--- config.mk ---
export PLATFORM = sky130hd
export DESIGN_NAME = seq_multiplier
export DESIGN_NICKNAME = d
export VERILOG_FILES = /design/src/rtl/mul_pkg.sv /design/src/rtl/mul_ctrl.sv /design/src/rtl/seq_multiplier.sv
export SDC_FILE = /design/constraint.sdc
export NUM_CORES = 1
export LEC_CHECK = 0
export ABC_AREA = 1
export BUFFER_PORTS_ARGS = -buffer_cell sky130_fd_sc_hd__buf_2
export CAP_MARGIN = 25
export CORE_MARGIN = 1
export CORE_UTILIZATION = 50
export DETAILED_ROUTE_END_ITERATION = 7
export PLACE_DENSITY = 0.73
export SLEW_MARGIN = 20
export SYNTH_ARGS = -nofsm -noshare
export SYNTH_HDL_FRONTEND = slang
export SYNTH_SLANG_ARGS = --single-unit
--- constraint.sdc ---
create_clock -name clk -period 3.1 [get_ports clk]
set_clock_uncertainty 0.2 [all_clocks]
set_input_delay 0.31 -clock clk [delete_from_list [all_inputs] [get_ports clk]]
set_output_delay 0.31 -clock clk [all_outputs]
set_load 0.05 [all_outputs]
--- src/rtl/mul_pkg.sv ---
// Shared types and helpers for the sequential shift-add multiplier.
package mul_pkg;

    typedef enum logic [1:0] {
        IDLE = 2'd0,
        CALC = 2'd1,
        FIX  = 2'd2,
        DONE = 2'd3
    } mul_state_t;

    localparam int MAX_WIDTH = 64;

    function automatic int cntWidth(input int width);
        return $clog2(width + 1);
    endfunction

    // Callers pass a zero-extended operand and truncate the result back to WIDTH.
    function automatic logic [MAX_WIDTH-1:0] abs_w(input logic [MAX_WIDTH-1:0] value,
                                                   input logic negate);
        return negate ? (~value + 64'd1) : value;
    endfunction

endpackage

--- src/rtl/mul_ctrl.sv ---
// Sequencer for seq_multiplier: state, iteration counter, Busy/Ready and the early-exit decision.
// Build option MUL_EARLY_EXIT_EN adds the remaining-bits-zero exit from CALC.
module mul_ctrl
    import mul_pkg::*;
#(
    parameter int WIDTH = 32,
    parameter int CNT_W = cntWidth(WIDTH)
) (
    input  logic             clk,
    input  logic             Reset_n,
    input  logic             run_i,
`ifdef MUL_EARLY_EXIT_EN
    input  logic             remZero_i,
    output logic             earlyExit_o,
`endif
    output mul_state_t       state_o,
    output logic [CNT_W-1:0] cnt_o,
    output logic             accept_o,
    output logic             busy_o,
    output logic             ready_o
);

    mul_state_t       state_q, state_d;
    logic [CNT_W-1:0] cnt_q, cnt_d;
    logic             exitNow;

`ifdef MUL_EARLY_EXIT_EN
    assign exitNow     = (state_q == CALC) && remZero_i;
    assign earlyExit_o = exitNow;
`else
    assign exitNow = 1'b0;
`endif

    always_comb begin
        state_d  = state_q;
        cnt_d    = cnt_q;
        accept_o = 1'b0;
        case (state_q)
            IDLE, DONE: begin
                if (run_i) begin
                    accept_o = 1'b1;
                    cnt_d    = CNT_W'(WIDTH);
                    state_d  = CALC;
                end
            end
            CALC: begin
                if (exitNow) begin
                    cnt_d   = '0;
                    state_d = FIX;
                end else begin
                    cnt_d = cnt_q - CNT_W'(1);
                    if (cnt_q == CNT_W'(1)) begin
                        state_d = FIX;
                    end
                end
            end
            FIX:     state_d = DONE;
            default: state_d = IDLE;
        endcase
    end

    always_ff @(posedge clk or negedge Reset_n) begin
        if (!Reset_n) begin
            state_q <= IDLE;
            cnt_q   <= '0;
        end else begin
            state_q <= state_d;
            cnt_q   <= cnt_d;
        end
    end

    assign state_o = state_q;
    assign cnt_o   = cnt_q;
    assign busy_o  = (state_q == CALC) || (state_q == FIX);
    assign ready_o = (state_q == DONE);

endmodule

--- src/rtl/seq_multiplier.sv ---
// Multi-cycle shift-add multiplier, WIDTH x WIDTH -> 2*WIDTH, signed or unsigned per operation.
// Build option MUL_EARLY_EXIT_EN finishes as soon as the unprocessed multiplier bits are all zero.
module seq_multiplier
    import mul_pkg::*;
#(
    parameter int WIDTH = 32
) (
    input  logic               clk,
    input  logic               Reset_n,
    input  logic               Run,
    input  logic               Signed_in,
    input  logic [WIDTH-1:0]   Multiplier_in,
    input  logic [WIDTH-1:0]   Multiplicand_in,
    output logic [2*WIDTH-1:0] Product_out,
    output logic               Busy,
    output logic               Ready
);

    localparam int CNT_W = cntWidth(WIDTH);

    mul_state_t         state;
    logic [CNT_W-1:0]   cnt;
    logic               accept;
    logic               earlyExit;

    logic [WIDTH-1:0]   mcand_q, mcand_d;
    logic [2*WIDTH-1:0] product_q, product_d;
    logic               neg_q, neg_d;

    logic [WIDTH-1:0]   mplierAbs;
    logic [WIDTH-1:0]   mcandAbs;
    logic [WIDTH:0]     sum;

`ifdef MUL_EARLY_EXIT_EN
    logic [WIDTH-1:0]   lowMask;
    logic               remZero;

    // The low cnt bits of product_q are the multiplier bits not yet consumed.
    assign lowMask = WIDTH'(((WIDTH+1)'(1) << cnt) - (WIDTH+1)'(1));
    assign remZero = ((product_q[WIDTH-1:0] & lowMask) == '0);
`endif

    mul_ctrl #(
        .WIDTH (WIDTH),
        .CNT_W (CNT_W)
    ) u_ctrl (
        .clk         (clk),
        .Reset_n     (Reset_n),
        .run_i       (Run),
`ifdef MUL_EARLY_EXIT_EN
        .remZero_i   (remZero),
        .earlyExit_o (earlyExit),
`endif
        .state_o     (state),
        .cnt_o       (cnt),
        .accept_o    (accept),
        .busy_o      (Busy),
        .ready_o     (Ready)
    );

`ifndef MUL_EARLY_EXIT_EN
    assign earlyExit = 1'b0;
`endif

    assign mplierAbs = WIDTH'(abs_w(MAX_WIDTH'(Multiplier_in),
                                    Signed_in & Multiplier_in[WIDTH-1]));
    assign mcandAbs  = WIDTH'(abs_w(MAX_WIDTH'(Multiplicand_in),
                                    Signed_in & Multiplicand_in[WIDTH-1]));

    assign sum = product_q[0] ? ({1'b0, product_q[2*WIDTH-1:WIDTH]} + {1'b0, mcand_q})
                              :  {1'b0, product_q[2*WIDTH-1:WIDTH]};

    // Magnitudes are multiplied unsigned; the sign is reapplied once in FIX.
    always_comb begin
        product_d = product_q;
        mcand_d   = mcand_q;
        neg_d     = neg_q;
        if (accept) begin
            mcand_d   = mcandAbs;
            product_d = {{WIDTH{1'b0}}, mplierAbs};
            neg_d     = Signed_in & (Multiplier_in[WIDTH-1] ^ Multiplicand_in[WIDTH-1]);
        end else begin
            case (state)
                CALC: begin
                    if (earlyExit) begin
                        product_d = product_q >> cnt;
                    end else begin
                        product_d = {sum, product_q[WIDTH-1:1]};
                    end
                end
                FIX: begin
                    if (neg_q) begin
                        product_d = ~product_q + (2*WIDTH)'(1);
                    end
                end
                default: ;
            endcase
        end
    end

    always_ff @(posedge clk or negedge Reset_n) begin
        if (!Reset_n) begin
            product_q <= '0;
            mcand_q   <= '0;
            neg_q     <= 1'b0;
        end else begin
            product_q <= product_d;
            mcand_q   <= mcand_d;
            neg_q     <= neg_d;
        end
    end

    assign Product_out = product_q;

endmodule

==> summary.txt <==
Global routing
  • Antenna violations before repair: 0
  • Vias in the first global route: 11600
  • GRT busiest layer: met2
  • GR Overflow Total: 0
  • Met2 Use GR: 0.526
  • First-pass GRT wire length: 61600 microns
  • Largest net degree at the start of global routing: 79
  • Grt met3 use: 0.0900
  • Met1 usage: 0.499
  • GR Util All Layers: 0.353

Final layout
  • Fin nets: 2105
  • Share of layout cells above drive strength 1: 0.115
  • Area grow syn2layout: 12.4%
  • Antenna diodes: 0
  • FILL cells: 2246
  • Fin util: 0.581

Routing
  • ANT nets after route: 0
  • Pre-antenna DRT Iters: 5
  • DRT Wirelength: 39100 microns
  • Via density: 5.62
  • Via count: 12800
  • # DRC: 0
  • DR WL/cell: approximately 17 microns
  • 1st-iter DRT viols: approximately 1300

Clocking
  • TritonCTS clock tree: yes
  • Worst skew pair latency: 0.36 ns
  • Num CTS Buffers: 9
  • Reg clk slew, reported paths: 0.08 ns
  • Clock Path Buffers: 2
  • Post-cts resize count: 0
  • Clk sink count: 105
  • Root Buffer: clkbuf_16
  • Post-CTS Setup Repair Bufs: 0
  • CTS H-Tree Depth: 3

Timing
  • Final period utilization: 0.828
  • # setup viols final: 0
  • Tmin final: between 2 and 3 ns
  • RSZ-0062 raised after global routing: no
  • Worst-margin pin slew: 0.775 ns
  • Slew headroom: 0.478
  • Final Hold Vio Count: 0
  • Fin. max-slew vios: 0
  • F_max: 0.390 GHz
  • Setup TNS: 0 ns

Critical path
  • CP arrival: between 2 and 3 ns
  • Type of the worst setup path: reg -> reg
  • Most used cell, CP: nand2_1
  • CP endpoint kind: flop
  • Buf/Inv on CP: 0
  • CP Cell Sequence: ha_1, or2_2, nand3_1, nand2_1, nand2_1, nand2_1, xnor2_1, o21ai_0, nand3_1, nand2_1
  • Slowest stage cell, crit path: dfrtp_1
  • Nature of the critical path startpoint: flop
  • Worst-path fanout max: 5
  • CP required: 3.20 ns
  • Cell family with most CP delay: simple AND/OR/NAND/NOR gates
  • Max incr delay on CP: 0.46 ns

Yosys
  • Dominant cell type by area after synthesis: dfrtp_1
  • FF+latch count, synth: 105
  • Ys flop type: dfrtp_1
  • Warnings, synthesis: 0
  • Most common cell in the netlist: nand2_1
  • Number of synthesized flops with an enable pin: 0
  • Synth area leaders: dfrtp_1 (24%), nand2_1 (19%), nor2_1 (8.2%), nand3_1 (7.6%), inv_1 (7.3%)
  • Synthesized Nets: 1984
  • Post-Syn Instances: 1874
  • FFs w/ async S/R, synth: 1.00
  • Post-synth top area share: 0.238
  • Netlist cell types: 45
  • Post-Syn Area: about 0.011 sq mm
  • Synth top cells by count: nand2_1 (556), nor2_1 (242), inv_1 (214)
  • Register area share after synthesis: 0.238
  • Syn Area/Cell: 5.89 sq um

Floorplan
  • Die width: 151 microns
  • Row Count: 53
  • I/O Pins: 134
  • Total die area: 0.0227 sq mm
  • Die Ht: ~150 microns
  • Starting density of the core: 0.517
  • Core box area: 0.0214 sq mm

Job
  • Max-Cap Viols: 0

Power
  • Pwr dens: 1180 mW/mm^2
  • Leakage: 0.00628 uW
  • Comb pwr share: 0.714
  • Internal cell power: 5740 uW
  • Worst vdd ir: 0.00122 V
  • Sequential share of power: 0.205
  • Switch Pwr: 8900 uW
  • Clock power frac: 0.080
  • Net Sw Frac: 0.608

Run status
  • Status: complete, no violations

Placed design
  • Post-DP HPWL: around 31000 microns
  • Routability-driven placement congestion ratio: 1.05
  • IO Port Bufs: 133

Hold path
  • Hold crit path type: in -> reg
sequential cells by signal, summed over array words and instances (netlist names):
register / cells
u_ctrl.state_o: 2
neg_q: 1
mcand_q: 32
u_ctrl.cnt_o: 6
Product_out: 64
stage by stage:
stage	power [uW]	cells	setup WS, ns	hold WS (ns)	instance area, sq um
after floorplan	10200	1874	0.429	-0.186	11000
after global placement	13200	2258	0.667	0.124	12100
after detailed placement	13300	2258	0.616	0.126	12100
after CTS	14500	2275	0.599	0.0390	12400
after global routing	15800	2275	0.276	0.0708	12400
final	14600	2275	0.535	0.0487	12400
worst reg2reg max path: stages (launching register included):
cell and delay (ns):
dfrtp_1 0.46, ha_1 0.39, or2_2 0.32, nand3_1 0.09, nand2_1 0.13, nand2_1 0.10
nand2_1 0.14, xnor2_1 0.19, o21ai_0 0.30, nand3_1 0.12, nand2_1 0.07
metal layers:
metal	vias up	part of all wire	wire length, microns
met5	-	0	0
met4	0	0.023	919
met3	67	0.10	4090
li1	6327	-	-
met1	5840	0.45	17400
met2	562	0.43	16700
path summary, 6_finish.rpt:
| check | start | to | slack, ns | depth (start not counted) |
|---|---|---|---|---|
| min in group asynchronous | Reset_n | Product_out[44]$_DFFE_PN0P_ | 0.28 | 2 |
| worst min register to register | neg_q$_DFFE_PN0P_ | neg_q$_DFFE_PN0P_ | 0.29 | 2 |
| worst min-delay path | Multiplicand_in[26] | mcand_q[26]$_DFFE_PN0P_ | 0.05 | 4 |
| worst max register to register | Product_out[34]$_DFFE_PN0P_ | Product_out[46]$_DFFE_PN0P_ | 0.53 | 10 |
| max in group asynchronous | Reset_n | Product_out[26]$_DFFE_PN0P_ | 1.64 | 3 |
| worst max-delay path | Product_out[34]$_DFFE_PN0P_ | Product_out[46]$_DFFE_PN0P_ | 0.53 | 10 |
kinds of logic (layout without fill, tap and decap cells):
family,count (synthesis),in the layout,synth area share
mux,1,1,0.000907
buf+inv,274,400,0.0942
fa+ha+maj,42,42,0.0483
simple gates,1068,1068,0.414
xor+xnor,62,62,0.0492
flops,105,105,0.238
compound gates,322,322,0.156
power groups by stage:
| stage | Clock, uW | Sequential, uW | Combinational [uW] |
|---|---|---|---|
| 6_report | 1180 | 3010 | 10500 |
| 3_5_place_dp | 0 | 2990 | 10300 |
| 2_1_floorplan | 0 | 4000 | 6230 |
| 3_3_place_gp | 0 | 2970 | 10200 |
| 5_1_grt | 1250 | 3070 | 11500 |
| 4_1_cts | 1200 | 2960 | 10300 |
layout make-up:
type                       instances  area, sq um  share of cell area
multi-input combinational       1495         7380               0.595
sequential                       105         2630               0.212
inverter                         220          826              0.0666
tap                              275          344              0.0277
clock inverter                     6         68.8             0.00555
clock buffer                      10          229              0.0185
timing repair buffer             164          928              0.0749
placed cells by master (no fill, tap or decap), types with 12 or more instances in the layout:
cell	n
nand3_1	167
a21oi_1	141
a31oi_1	13
nand2_1	555
nand4_1	22
ha_1	40
o21ai_1	16
buf_4	29
dfrtp_1	105
o21ai_0	116
or2_2	12
xnor2_1	16
buf_2	132
inv_1	214
nor3_1	19
nor2_1	242
xor2_1	46
what timing repair did:
action | CTS | global route
hold endpoints to repair | 36 | 0
hold buffers | 1 | 0
setup endpoints to repair | 0 | 0
Power figures use the tool's default switching activity.
